===== config.mk =====
export PLATFORM = sky130hd
export DESIGN_NAME = hazard_scoreboard
export DESIGN_NICKNAME = d
export VERILOG_FILES = /design/src/rtl/hazard_scoreboard.sv
export SDC_FILE = /design/constraint.sdc
export NUM_CORES = 1
export LEC_CHECK = 0
export CORE_ASPECT_RATIO = 1.5
export CORE_MARGIN = 5
export CORE_UTILIZATION = 56
export DETAILED_ROUTE_END_ITERATION = 10
export PLACE_DENSITY = 0.82
export SYNTH_ARGS = -nofsm -noshare
export SYNTH_HDL_FRONTEND = slang
export SYNTH_SLANG_ARGS = --single-unit

===== constraint.sdc =====
create_clock -name i_clk -period 3.8 [get_ports i_clk]
set_input_delay 0.95 -clock i_clk [delete_from_list [all_inputs] [get_ports i_clk]]
set_output_delay 0.95 -clock i_clk [all_outputs]
set_load 0.01 [all_outputs]

===== src/rtl/hazard_scoreboard.sv =====
// ID-stage hazard scoreboard: per-register countdowns of in-flight writers drive a combinational stall.
// Optional stall statistics are compiled in with HAZARD_SCOREBOARD_STATS_EN.
module hazard_scoreboard #(
   parameter int NB_REG       = 5,
   parameter int NUM_REGS     = 32,
   parameter int NB_CNT       = 3,
   parameter int LOAD_USE_GAP = 1,
   parameter int BRANCH_GAP   = 3
) (
   input  logic              i_clk,
   input  logic              i_rst_n,
   input  logic              i_issue_valid,
   input  logic [NB_REG-1:0] i_rs,
   input  logic [NB_REG-1:0] i_rt,
   input  logic              i_rs_used,
   input  logic              i_rt_used,
   input  logic [1:0]        i_jump_type,
   input  logic              i_wr_en,
   input  logic [NB_REG-1:0] i_wr_reg,
   input  logic              i_wr_is_load,
   output logic              o_stall,
   output logic [1:0]        o_stall_cause
`ifdef HAZARD_SCOREBOARD_STATS_EN
   ,
   output logic [31:0]       o_cnt_lu_stalls,
   output logic [31:0]       o_cnt_br_stalls,
   output logic [7:0]        o_max_stall_run
`endif
);

   localparam logic [1:0] JT_BRANCH = 2'b01;
   localparam logic [1:0] JT_JR     = 2'b10;
   localparam logic [1:0] JT_JUMP   = 2'b11;

   // Register 0 is never tracked, so the arrays start at index 1.
   logic [NB_CNT-1:0] cnt_lu_q [1:NUM_REGS-1];
   logic [NB_CNT-1:0] cnt_lu_d [1:NUM_REGS-1];
   logic [NB_CNT-1:0] cnt_br_q [1:NUM_REGS-1];
   logic [NB_CNT-1:0] cnt_br_d [1:NUM_REGS-1];

   logic lu_rs_nz, lu_rt_nz, br_rs_nz, br_rt_nz;
   logic lu_hit, br_hit, issued;

   always_comb begin
      lu_rs_nz = 1'b0;
      lu_rt_nz = 1'b0;
      br_rs_nz = 1'b0;
      br_rt_nz = 1'b0;
      for (int r = 1; r < NUM_REGS; r++) begin
         if (i_rs == NB_REG'(r)) begin
            lu_rs_nz = (cnt_lu_q[r] != '0);
            br_rs_nz = (cnt_br_q[r] != '0);
         end
         if (i_rt == NB_REG'(r)) begin
            lu_rt_nz = (cnt_lu_q[r] != '0);
            br_rt_nz = (cnt_br_q[r] != '0);
         end
      end
   end

   // Handshake: an ID instruction with i_issue_valid=1 moves on only in a cycle where o_stall=0;
   // while stalled it must be held unchanged and it leaves no trace in the scoreboard.
   always_comb begin
      lu_hit = i_issue_valid && (i_jump_type != JT_JUMP) &&
               ((i_rs_used && lu_rs_nz) || (i_rt_used && lu_rt_nz));
      br_hit = i_issue_valid &&
               (((i_jump_type == JT_BRANCH) && (br_rs_nz || br_rt_nz)) ||
                ((i_jump_type == JT_JR) && br_rs_nz));
      o_stall       = lu_hit || br_hit;
      o_stall_cause = {br_hit, lu_hit};
      issued        = i_issue_valid && !o_stall;
   end

   always_comb begin
      for (int r = 1; r < NUM_REGS; r++) begin
         cnt_lu_d[r] = (cnt_lu_q[r] != '0) ? cnt_lu_q[r] - NB_CNT'(1) : '0;
         cnt_br_d[r] = (cnt_br_q[r] != '0) ? cnt_br_q[r] - NB_CNT'(1) : '0;
         // The youngest writer replaces whatever an older producer left behind.
         if (issued && i_wr_en && (i_wr_reg == NB_REG'(r))) begin
            cnt_br_d[r] = NB_CNT'(BRANCH_GAP);
            cnt_lu_d[r] = i_wr_is_load ? NB_CNT'(LOAD_USE_GAP) : '0;
         end
      end
   end

   always_ff @(posedge i_clk or negedge i_rst_n) begin
      if (!i_rst_n) begin
         for (int r = 1; r < NUM_REGS; r++) begin
            cnt_lu_q[r] <= '0;
            cnt_br_q[r] <= '0;
         end
      end else begin
         for (int r = 1; r < NUM_REGS; r++) begin
            cnt_lu_q[r] <= cnt_lu_d[r];
            cnt_br_q[r] <= cnt_br_d[r];
         end
      end
   end

`ifdef HAZARD_SCOREBOARD_STATS_EN
   logic [31:0] lu_stalls_q, lu_stalls_d;
   logic [31:0] br_stalls_q, br_stalls_d;
   logic [7:0]  run_q, run_d;
   logic [7:0]  max_run_q, max_run_d;

   always_comb begin
      lu_stalls_d = lu_stalls_q + {31'd0, o_stall_cause[0]};
      br_stalls_d = br_stalls_q + {31'd0, o_stall_cause[1]};
      run_d       = '0;
      if (o_stall) begin
         run_d = (run_q == 8'hFF) ? 8'hFF : run_q + 8'd1;
      end
      max_run_d = (run_d > max_run_q) ? run_d : max_run_q;
   end

   always_ff @(posedge i_clk or negedge i_rst_n) begin
      if (!i_rst_n) begin
         lu_stalls_q <= '0;
         br_stalls_q <= '0;
         run_q       <= '0;
         max_run_q   <= '0;
      end else begin
         lu_stalls_q <= lu_stalls_d;
         br_stalls_q <= br_stalls_d;
         run_q       <= run_d;
         max_run_q   <= max_run_d;
      end
   end

   assign o_cnt_lu_stalls = lu_stalls_q;
   assign o_cnt_br_stalls = br_stalls_q;
   assign o_max_stall_run = max_run_q;
`endif

endmodule


After elaboration in Yosys (flattened, before gate mapping)
Cells that the tools add are included.
Widths: inputs -> output; s select.
Storage, ports and cells
  register bits after elaboration: 186
  input bits: 24
  logic and storage cells: 576
Operators by class
  add/sub/neg operators: 62
  equal/unequal tests: 96
  multiplexer cells: 249
  reductions and logical operators: 107
Operator list (count)
  $mux 3: 124
  $eq 5x5->1 const B: 48
  $reduce_bool 3->1: 62
  $sub 3x1->3 const B: 62
  $mux 1: 125
  $eq 5x4->1 const B: 24
  $eq 5x3->1 const B: 12
  $logic_and 1x1->1: 40
  $eq 5x2->1 const B: 6
  $eq 5x1->1 const B: 3
  $logic_or 1x1->1: 4
  $eq 2x1->1 const B: 1
  $eq 2x2->1 const B: 1
  $ne 2x2->1 const B: 1
  $logic_not 1->1: 1

Logic depth before layout (Yosys ltp)
  word-level depth: 42
  mapped depth: 14

Least setup slack after synthesis
No wires, ideal clock.
  path kind: input to output
  start: in i_rt[1]
  end: out o_stall
  arrival: 2.855 ns
  data required time: 2.850 ns
  setup slack: -0.005 ns
  cell stages on the path: 12
  buffers on the path: 4
  path through: buf_4 buf_2 or4_1 a21oi_1 a2bb2oi_1 o221ai_1 o2111ai_1 a21oi_1 nor3_2 buf_6 buf_6 inv_1
Between the ends
  longest elaborated chain between the ends: 37
  elaborated cells between the ends (all ways): 101
  classes of those cells: eq/ne: 31; mux: 62; reduce/logical: 8
RTL lines
  start: declaration: RTL line 14  | input logic [NB_REG-1:0] i_rt,
  $eq 5x1->1: RTL line 54  | if (i_rt == NB_REG'(r)) begin
  $mux 1 (31 in a row): RTL line 54
  $logic_or 1x1->1: RTL line 67  | (((i_jump_type == JT_BRANCH) && (br_rs_nz || br_rt_nz)) ||
  $logic_and 1x1->1: RTL line 67
  $logic_or 1x1->1: RTL line 67
  $logic_and 1x1->1: RTL line 66  | br_hit = i_issue_valid &&
  $logic_or 1x1->1 (*): RTL line 69  | o_stall = lu_hit || br_hit;
  end: declaration: RTL line 21  | output logic o_stall,
Every way passes the cells marked *; elsewhere a longest branch is shown, timed or not.

Worst setup path in the final report
  start: in i_rt[2]
  end: out o_stall
The elaborated chain is that of the path after synthesis.

==> results_dict.tcl <==
set metrics [dict create \
    dr.first_iter.drc_count 919 \
    switchingPower_mw 1.68 \
    synth_area_in_compound_gates_pct 16.1 \
    final_critical_path_setup_slack_ns -0.175 \
    synth_simple_gate_area_share_pct 29.6 \
    ys_ff_latch 186 \
    post_cts_hold_buffer_count 0 \
    clk_transition_reported_paths_ns 0.07 \
    area_growth_syn_to_layout_pct 28.8 \
    synth_fp_nets 1100 \
    min_period_ns 3.98 \
    clkPwrFrac_pct 33.7 \
    clock_latency_ns 0.44 \
    layout-drive-gt1-share_pct 27.6 \
    multi_input_comb_area_um2 5450 \
    floorplan.die_area_um2 20700 \
    arrival_ns 3.03 \
    outcome "finished with violations" \
    fp.coreArea_um2 17800 \
    grt.total_usage_pct 30.1 \
    ctsRootBufferMaster "sky130_fd_sc_hd__clkbuf_16" \
    grt_remaining_overflow 0 \
    finClkSkew_ns 0.00959 \
    preCtsSetupSlack_ns -0.985 \
    timing.final.crit_share_pct 105 \
    syn_avg_cell_area_um2 9.32 \
    critPathMaxFanout 8 \
    synth_seq_area_share_pct 46.4 \
    combPwrFrac_pct 23.0 \
    final_max_slew_viol_count 0 \
    synth.most_common_cell "sky130_fd_sc_hd__dfrtp_1" \
    cp_slowest_stage_delay_ns 0.34 \
    vias 9564 \
    drt-pass1-iter-count 5 \
    share_of_yosys_cell_area_claimed_by_the_top_area_cell_type_pct 46.4 \
    worst_slew_pin_slew_ns 0.825 \
    grt_start_max_net_pins 67 \
    p_sw_share_pct 31.7 \
    initial_utilization_pct 56.4 \
    antennaDiodeCount 0 \
    timing.critical_path.from_type "input pin" \
    dp.final_hpwl_um 22000 \
    crit_required_ns 2.85 \
    clk_path_buf_depth 2 \
    ys_async_sr_fraction_pct 100 \
    xor_xnor_cell_area_share_of_the_yosys_netlist_pct 0.262 \
    layout.cells.non_filler 1500 \
    die_w_um 119 \
    placedCellCount 1454 \
    rsz0062_at_grt "true" \
    finalWirelength_um 31500 \
    postSynth.topFlopCell "sky130_fd_sc_hd__dfrtp_1" \
    design_power_total_mw 5.29 \
    worst_ir_drop_vdd_v 0.000349 \
    synth-edff-count 0 \
    clock.fmax_ghz 0.252 \
    report.final.hold_viol_count 0 \
    power_report.internal_total_mw 3.61 \
    power_density_nw_per_um2 409 \
    final_nets 1294 \
    setup_viol_count_final 4 \
    antenna_violation_net_count_after_detailed_routing 0 \
    hold_path_class "in2async" \
    fp_rows 60 \
    r2r-start "cnt_br_q[92]" \
    netlist_area_um2 10000 \
    synth.yosys.warnings 0 \
    max-cap-violations 0 \
    rr_worst_depth 11 \
    crit_path_end_kind "output pin" \
    slew_headroom_pct 45.0 \
    drt-wirelength-per-cell_um 21.0 \
    synth_commonest_cells "sky130_fd_sc_hd__dfrtp_1 (186), sky130_fd_sc_hd__nor2_1 (125), sky130_fd_sc_hd__nand2_1 (114)" \
    place_congestion 1.00 \
    synth.mux.area_fraction_pct 4.63 \
    tritoncts "done" \
    critical_path.reg2reg.endpoint "cnt_lu_q[36]" \
    leading_area_contributor_after_synthesis "sky130_fd_sc_hd__dfrtp_1" \
    ios 27 \
    cp_cell_sequence "buf_4 -> buf_16 -> o41ai_2 -> a21oi_1 -> o21ai_0 -> nand4_1 -> a211oi_2 -> a21oi_4 -> nor3_4 -> inv_2 -> buf_6" \
    dieHeight_um 174 \
    detail_route.drc_violations 0 \
    postSynthCellCount 1076 \
    grt_pass1_wl_um 49000 \
    utilization_pct 72.6 \
    route.detailed.vias_per_inst 6.38 \
    htree_num_levels 4 \
    register_area_um2 4650 \
    clock_sink_count 186 \
    antenna_violations_before_repair 0 \
    synth-adder-area-share_pct 0 \
    nFillCells 1286 \
    ys_top_cells_by_area "sky130_fd_sc_hd__dfrtp_1 (46%), sky130_fd_sc_hd__nor2_1 (4.7%), sky130_fd_sc_hd__nand2_1 (4.3%)" \
    failed_checks "negative setup slack" \
    first_global_vias 9537 \
    static-leakage-power_nw 6.13 \
    power_frac_seq_pct 43.3 \
    place.port_buffers 26 \
    cp_slowest_cell "sky130_fd_sc_hd__o41ai_2" \
    yosys.cell_types.count 79 \
    synth_top_family_by_area "simple AND/OR/NAND/NOR gates" \
    setup.worst_path.class "in2out" \
    cts_inserted_buffers 17 \
    setup.reg_to_reg.worst_slack_ns 0.25 \
]
[sequential cells by signal, indices dropped and copies added (netlist names)]
| signal | flops |
|---|---|
| cnt_br_q | 93 |
| cnt_lu_q | 93 |
[power groups by stage]
stage	sequential, mW	clock [mW]	combinational (mW)
after floorplan	2.28	0	0.580
after CTS	2.28	1.80	1.15
after global placement	2.30	0	1.08
final	2.29	1.78	1.22
after detailed placement	2.32	0	1.10
after global routing	2.31	1.89	1.29
[worst max-delay path by stage]
| stage | from | to | slack [ns] | cells after the start |
|---|---|---|---|---|
| after global placement | i_rs[2] | o_stall_cause[1] | -0.99 | 10 |
| after detailed placement | i_rs[1] | o_stall_cause[1] | -0.99 | 10 |
| after floorplan | i_rt[1] | o_stall | 0.006 | 11 |
| final | i_rt[2] | o_stall | -0.18 | 11 |
| after global routing | i_rt[2] | o_stall | -0.27 | 11 |
| after CTS | i_rt[1] | o_stall | -0.23 | 13 |
[cells by family after synthesis]
logic type | count (synthesis)
DFF | 186
and+or+nand+nor | 536
buffers and inverters | 55
xor gates and xnor gates | 3
AOI/OAI and AO/OA | 257
muxes | 39
[cells in the final DEF (no fill, tap or decap), drive strengths merged, types with 11 or more instances in the layout]
master | netlist | final
a211oi | 15 | 15
a21oi | 80 | 80
and3 | 12 | 12
and3b | 34 | 34
buf | 34 | 206
clkbuf | 15 | 23
clkdlybuf4s50 | 0 | 12
dfrtp | 186 | 186
inv | 4 | 11
mux2 | 32 | 32
nand2 | 114 | 114
nand3 | 70 | 70
nor2 | 125 | 125
nor2b | 11 | 11
nor3 | 65 | 65
nor3b | 37 | 37
nor4 | 16 | 16
o21ai | 78 | 78
[area by class of cell]
type	instances	area share, %
Timing Repair Buffer	224	15.0
Sequential cell	186	36.0
Tap cell	217	2.10
Clock buffer	20	3.54
Inverter	6	0.184
Multi-Input combinational cell	835	42.2
Clock inverter	12	0.998
[worst max-delay path: cells and delay by family]
kind | cells | cell delay [ns]
AOI/OAI and AO/OA | 5 | 1.17
and+or+nand+nor | 2 | 0.43
buffers and inverters | 4 | 0.46
[what timing repair did]
action                                 CTS  global route
gates cloned                             2             1
endpoints found under the hold margin    0             0
gates resized for setup                 79            62
setup endpoints to repair              189           124
pin swaps                               21            25
setup buffers                            9             4
[stage by stage]
| step | hold WS, ns | TNS (ns) | instance area [um^2] |
|---|---|---|---|
| 4_1_cts | 0.492 | -0.689 | 12700 |
| 6_report | 0.473 | -0.379 | 12900 |
| 5_1_grt | 0.519 | -2.42 | 12900 |
| 2_1_floorplan | 0.459 | 0 | 10000 |
| 3_3_place_gp | 0.480 | -124.41 | 11800 |
| 3_5_place_dp | 0.483 | -118.63 | 11800 |
[routing by layer]
metal	wire [um]	share of wire (%)	vias up	global-route usage, %
met3	1680	5.3	171	3.89
met2	15500	49	421	50.1
li1	-	-	4350	-
met1	11800	37	4622	34.4
met5	0	0	-	0
met4	2570	8.2	0	24.5
No activity file was read; power rests on OpenSTA's default activity.
